==> src/rtl/mdu_iter.sv <==
// rtl/mdu_iter.sv - iterative 32-bit multiply/divide unit owning HI/LO
module mdu_iter #(
  parameter int WIDTH = 32
) (
  input  logic             clk,
  input  logic             rst_n,
  input  logic             start,
  input  logic [1:0]       op,
  input  logic [WIDTH-1:0] a,
  input  logic [WIDTH-1:0] b,
  input  logic             hi_we,
  input  logic             lo_we,
  input  logic [WIDTH-1:0] wdata,
  output logic             busy,
  output logic             done,
  output logic [WIDTH-1:0] hi,
  output logic [WIDTH-1:0] lo
);

  typedef enum logic [1:0] {IDLE = 2'd0, CALC = 2'd1, FIX = 2'd2} state_t;

  state_t           state, nstate;
  logic [4:0]       cnt;
  logic [1:0]       op_q;
  logic             sign_q, sign_r, bzero;
  logic [WIDTH-1:0] opnd;      // multiplicand (mul) or divisor (div) magnitude
  logic [WIDTH-1:0] acc_hi;    // upper product half / partial remainder
  logic [WIDTH-1:0] acc_lo;    // multiplier bits / dividend bits -> quotient
  logic [WIDTH-1:0] hi_q, lo_q;
  logic             done_q;
  logic             fix_en;

  // op[0]=0 marks the signed variants, op[1]=1 marks divide
  logic             is_signed, is_div;
  logic [WIDTH-1:0] a_mag, b_mag;
  logic [WIDTH:0]   msum;
  logic [WIDTH:0]   dshift;
  logic             dge;
  logic [WIDTH-1:0] ddiff;
  logic [2*WIDTH-1:0] prod, prod_fix;
  logic [WIDTH-1:0] quo_fix, rem_fix;

  // operand magnitudes and one iteration of the shift-add / restoring-divide datapath
  always_comb begin
    is_signed = ~op[0];
    is_div    = op[1];
    a_mag     = (is_signed && a[WIDTH-1]) ? (~a + 1'b1) : a;
    b_mag     = (is_signed && b[WIDTH-1]) ? (~b + 1'b1) : b;
    msum      = {1'b0, acc_hi} + (acc_lo[0] ? {1'b0, opnd} : '0);
    dshift    = {acc_hi, acc_lo[WIDTH-1]};
    dge       = (dshift >= {1'b0, opnd});
    ddiff     = dshift[WIDTH-1:0] - opnd;
    prod      = {acc_hi, acc_lo};
    prod_fix  = sign_q ? (~prod + 1'b1) : prod;
    // a zero divisor keeps the all-ones quotient regardless of sign
    quo_fix   = (sign_q && !bzero) ? (~acc_lo + 1'b1) : acc_lo;
    rem_fix   = sign_r ? (~acc_hi + 1'b1) : acc_hi;
  end

  // state register
  always_ff @(posedge clk or negedge rst_n) begin
    if (!rst_n) state <= IDLE;
    else        state <= nstate;
  end

  // next-state: launch on start, 32 iterations, one fix-up cycle
  always_comb begin
    nstate = state;
    case (state)
      IDLE:    if (start) nstate = CALC;
      CALC:    if (cnt == 5'd31) nstate = FIX;
      FIX:     nstate = IDLE;
      default: nstate = IDLE;
    endcase
  end

  // state-decoded outputs
  always_comb begin
    busy   = (state != IDLE);
    fix_en = (state == FIX);
  end

  // datapath, HI/LO and the registered done pulse
  always_ff @(posedge clk or negedge rst_n) begin
    if (!rst_n) begin
      cnt    <= '0;
      op_q   <= '0;
      sign_q <= 1'b0;
      sign_r <= 1'b0;
      bzero  <= 1'b0;
      opnd   <= '0;
      acc_hi <= '0;
      acc_lo <= '0;
      hi_q   <= '0;
      lo_q   <= '0;
      done_q <= 1'b0;
    end else begin
      done_q <= fix_en;
      case (state)
        IDLE: begin
          if (hi_we) hi_q <= wdata;
          if (lo_we) lo_q <= wdata;
          if (start) begin
            op_q   <= op;
            cnt    <= '0;
            acc_hi <= '0;
            acc_lo <= is_div ? a_mag : b_mag;
            opnd   <= is_div ? b_mag : a_mag;
            sign_q <= is_signed & (a[WIDTH-1] ^ b[WIDTH-1]);
            sign_r <= is_signed & a[WIDTH-1];
            bzero  <= (b == '0);
          end
        end
        CALC: begin
          cnt <= cnt + 5'd1;
          if (op_q[1]) begin
            acc_hi <= dge ? ddiff : dshift[WIDTH-1:0];
            acc_lo <= {acc_lo[WIDTH-2:0], dge};
          end else begin
            acc_hi <= msum[WIDTH:1];
            acc_lo <= {msum[0], acc_lo[WIDTH-1:1]};
          end
        end
        FIX: begin
          if (op_q[1]) begin
            lo_q <= quo_fix;
            hi_q <= rem_fix;
          end else begin
            {hi_q, lo_q} <= prod_fix;
          end
        end
        default: ;
      endcase
    end
  end

  assign done = done_q;
  assign hi   = hi_q;
  assign lo   = lo_q;

endmodule

==> config.mk <==
export PLATFORM = sky130hd
export DESIGN_NAME = mdu_iter
export DESIGN_NICKNAME = d
export VERILOG_FILES = /design/src/rtl/mdu_iter.sv
export SDC_FILE = /design/constraint.sdc
export NUM_CORES = 1
export LEC_CHECK = 0
export CAP_MARGIN = 20
export CORE_AREA = 2 2 168 170
export CTS_CLUSTER_DIAMETER = 100
export DETAILED_ROUTE_END_ITERATION = 8
export DIE_AREA = 0 0 170 172
export PLACE_DENSITY = 0.85
export SETUP_SLACK_MARGIN = 0.3
export SLEW_MARGIN = 20
export SYNTH_ARGS = -nofsm -noshare
export SYNTH_HDL_FRONTEND = slang
export SYNTH_SLANG_ARGS = --single-unit
==> constraint.sdc <==
create_clock -name clk -period 4.9 [get_ports clk]
set_clock_uncertainty 0.15 [all_clocks]
set_input_delay 1.225 -clock clk [delete_from_list [all_inputs] [get_ports clk]]
set_output_delay 1.225 -clock clk [all_outputs]
set_load 0.005 [all_outputs]
==> results.sh <==
export IMPL_viasPerCell=6.35
export IMPL_max_stage_delay_ps=520
export IMPL_holdBufCountCts=0
export IMPL_critical_path_cell_chain="clkdlybuf4s50_1, nor4_1, nor4b_2, and2b_1, nand2_1, or4_1, nor4_1, nor2_1, xor2_1, o21ai_0, a221oi_1"
export IMPL_run_status="finished, final reports clean"
export IMPL_floorplan_io_pins=169
export IMPL_ys_seq_area_frac=0.291
export IMPL_grtUsageTotal=0.327
export IMPL_critical_path_class="in2reg"
export IMPL_timing_final_crit_period_ps=4290
export IMPL_ranking_of_synthesized_cells_by_area="sky130_fd_sc_hd__dfrtp_1 29%, sky130_fd_sc_hd__o21ai_0 6.6%, sky130_fd_sc_hd__ha_1 5.9%"
export IMPL_timing_critical_path_arrival_ps=4480
export IMPL_ys_warnings_count=0
export IMPL_powerDensity_nw_per_um2=760
export IMPL_vdd_drop_max_v=0.000343
export IMPL_first_pass_grt_wire_length_mm=74.7
export IMPL_totalWireLength_mm=48.6
export IMPL_final_seq_area_um2=4310
export IMPL_post_cts_setup_buffers=0
export IMPL_timing_final_setup_violations=0
export IMPL_routed_len_inst_um=20.5
export IMPL_rsz0062_at_grt="false"
export IMPL_synth_edff_count=0
export IMPL_report_final_slew_viol_count=0
export IMPL_portBuffers=168
export IMPL_timing_final_crit_share=0.875
export IMPL_die_height_um=172
export IMPL_post_synth_num_cell_types=84
export IMPL_top_count_cell_post_synth="sky130_fd_sc_hd__nand2_1"
export IMPL_timing_critical_path_fanout_max=4
export IMPL_clk_root_buffer_cell="sky130_fd_sc_hd__clkbuf_16"
export IMPL_dpl_hpwl_mm=37.6
export IMPL_global_placer_s_final_weighted_congestion=1.00
export IMPL_synth_seq_cells=172
export IMPL_depth_of_the_cts_h_tree=4
export IMPL_clk_path_buf_depth=2
export IMPL_drt_pass_1_iters=6
export IMPL_placement_rows=61
export IMPL_antenna_cells=0
export IMPL_slew_limit_headroom=0.357
export IMPL_synth_top_cells_by_count="216 x sky130_fd_sc_hd__nand2_1, 205 x sky130_fd_sc_hd__nor2_1, 194 x sky130_fd_sc_hd__o21ai_0"
export IMPL_min_delay_path_depth=2
export IMPL_post_synth_top_area_cell="sky130_fd_sc_hd__dfrtp_1"
export IMPL_number_of_antenna_violations_at_the_first_check_in_global_routing=0
export IMPL_clock_sink_count=172
export IMPL_worstHoldPathType="reg2reg"
export IMPL_detail_route_antenna_nets=0
export IMPL_max_cap_viol_count=0
export IMPL_syn_mean_instance_area_um2=7.74
export IMPL_grt_max_degree=102
export IMPL_worstMarginPinSlew_ps=963
export IMPL_clock_insertion_delay_worst_skew_ps=440
export IMPL_grt_pass1_vias=13671
export IMPL_tritoncts="yes"
export IMPL_vias=15040
export IMPL_clk_slew_on_worst_s_h_paths_ps=80
export IMPL_worst_r2r_cell_count=13
export IMPL_cpMostUsedCell="sky130_fd_sc_hd__nor4_1"
export IMPL_floorplan_initialDensity=0.539
export IMPL_design_die_area_um2=29200
export IMPL_tns_ps=0
export IMPL_asyncSetResetFlopFracSynth=1.00
export IMPL_worstSetupEndpointType="flop"
export IMPL_detailedRoute_firstIterationViolations=1614
export IMPL_finalHoldViolations=0
export IMPL_final_fill_count=2406
export IMPL_synth_top_flop_cell="sky130_fd_sc_hd__dfrtp_1"
export IMPL_mappedNetlistArea_um2=14800
export IMPL_fmaxAchievable_mhz=233
export IMPL_post_synth_top_area_fraction=0.291
export IMPL_timing_critical_path_required_ps=5090
export IMPL_netlist_instances=1914
export IMPL_die_x_um=170
export IMPL_p_total_mw=13.2
export IMPL_drc=0
export IMPL_post_cts_resized=0
export IMPL_numCtsBuffers=17
export IMPL_layout_drive_gt1_share=0.0485
export IMPL_postSynthNetCount=2089
export IMPL_syn_to_final_growth_pct=17.2
export IMPL_static_leakage_power_nw=7.34
export IMPL_timing_critical_path_slowest_stage_cell="sky130_fd_sc_hd__or4_1"
export IMPL_overflow=0
export IMPL_multi_input_comb_area_um2=9810
export IMPL_critical_path_startpoint_type="input pin"
export IMPL_core_area_um2=27500
export IMPL_finalNetCount=2183
layout make-up:
| type | count | share of cell area |
|---|---|---|
| clock buffer | 17 | 0.0245 |
| clock inverter | 15 | 0.0127 |
| inverter | 71 | 0.0154 |
| multi-input combinational | 1551 | 0.565 |
| sequential | 172 | 0.248 |
| tap | 346 | 0.0249 |
| timing repair buffer | 195 | 0.109 |
per-stage QoR:
| stage | util | cells | setup WS [ps] | instance area (um^2) | hold slack, ps |
|---|---|---|---|---|---|
| after floorplan | - | 1914 | 1190 | 14800 | 289 |
| after global placement | 0.608 | 2335 | 291 | 16700 | 312 |
| after detailed placement | 0.608 | 2335 | 174 | 16700 | 320 |
| after CTS | 0.632 | 2367 | 628 | 17400 | 337 |
| after global routing | 0.632 | 2367 | 353 | 17400 | 351 |
| final | 0.632 | 2367 | 614 | 17400 | 332 |
critical path: cells and delay by family:
kind            cells  cell delay [ps]
xor+xnor            1              210
compound gates      2              410
buf+inv             1              490
simple gates        7             2140
power by group:
| part | internal [mW] | switching (mW) |
|---|---|---|
| Sequential | 2.13 | 1.04 |
| Clock | 0.794 | 0.710 |
| Combinational | 3.67 | 4.85 |
| Total | 6.60 | 6.59 |
worst paths after layout:
kind | start | slack (ps) | end
max | b[8] | 610 | acc_lo[28]
min | opnd[17] | 330 | opnd[17]
max reg2reg | acc_lo[0] | 730 | acc_hi[24]
min reg2reg | opnd[17] | 330 | opnd[17]
max in group asynchronous | rst_n | 2910 | op_q[1]
min in group asynchronous | rst_n | 630 | done
flip-flops by register name (all words and copies together) (netlist names):
register / cells
bzero: 1
sign_q: 1
sign_r: 1
hi: 32
op_q: 1
cnt: 5
acc_lo: 32
acc_hi: 32
state: 2
lo: 32
opnd: 32
done: 1
per-layer routing:
metal | wire, um | share of wire | up-vias | GRT usage
met5 | 0 | 0 | - | 0
met4 | 1620 | 0.033 | 0 | 0.117
met3 | 4730 | 0.097 | 97 | 0.0604
met2 | 21600 | 0.45 | 794 | 0.518
met1 | 20600 | 0.42 | 7103 | 0.450
li1 | - | - | 7046 | -
layout by cell type (no fill, tap or decap), types with 37 or more instances in the layout:
cell,n
sky130_fd_sc_hd__o211ai_1,37
sky130_fd_sc_hd__ha_1,70
sky130_fd_sc_hd__a21oi_1,171
sky130_fd_sc_hd__o31ai_1,39
sky130_fd_sc_hd__mux2i_1,54
sky130_fd_sc_hd__dfrtp_1,171
sky130_fd_sc_hd__nor2_1,205
sky130_fd_sc_hd__o21ai_0,193
sky130_fd_sc_hd__nand2_1,215
sky130_fd_sc_hd__xor2_1,73
sky130_fd_sc_hd__nor3_1,38
sky130_fd_sc_hd__inv_1,70
sky130_fd_sc_hd__xnor2_1,99
sky130_fd_sc_hd__clkdlybuf4s50_1,166
cell families (layout without fill, tap and decap cells):
group | Yosys count | after routing | synth area share
buffers and inverters | 191 | 298 | 0.0501
flip-flops | 172 | 172 | 0.291
multiplexers | 59 | 59 | 0.0403
AND/OR/NAND/NOR | 625 | 625 | 0.195
AO/OA/AOI/OAI | 623 | 623 | 0.261
XOR/XNOR | 172 | 172 | 0.102
adder cells (fa/ha/maj) | 72 | 72 | 0.0618
No activity file was read; power rests on OpenSTA's default activity.
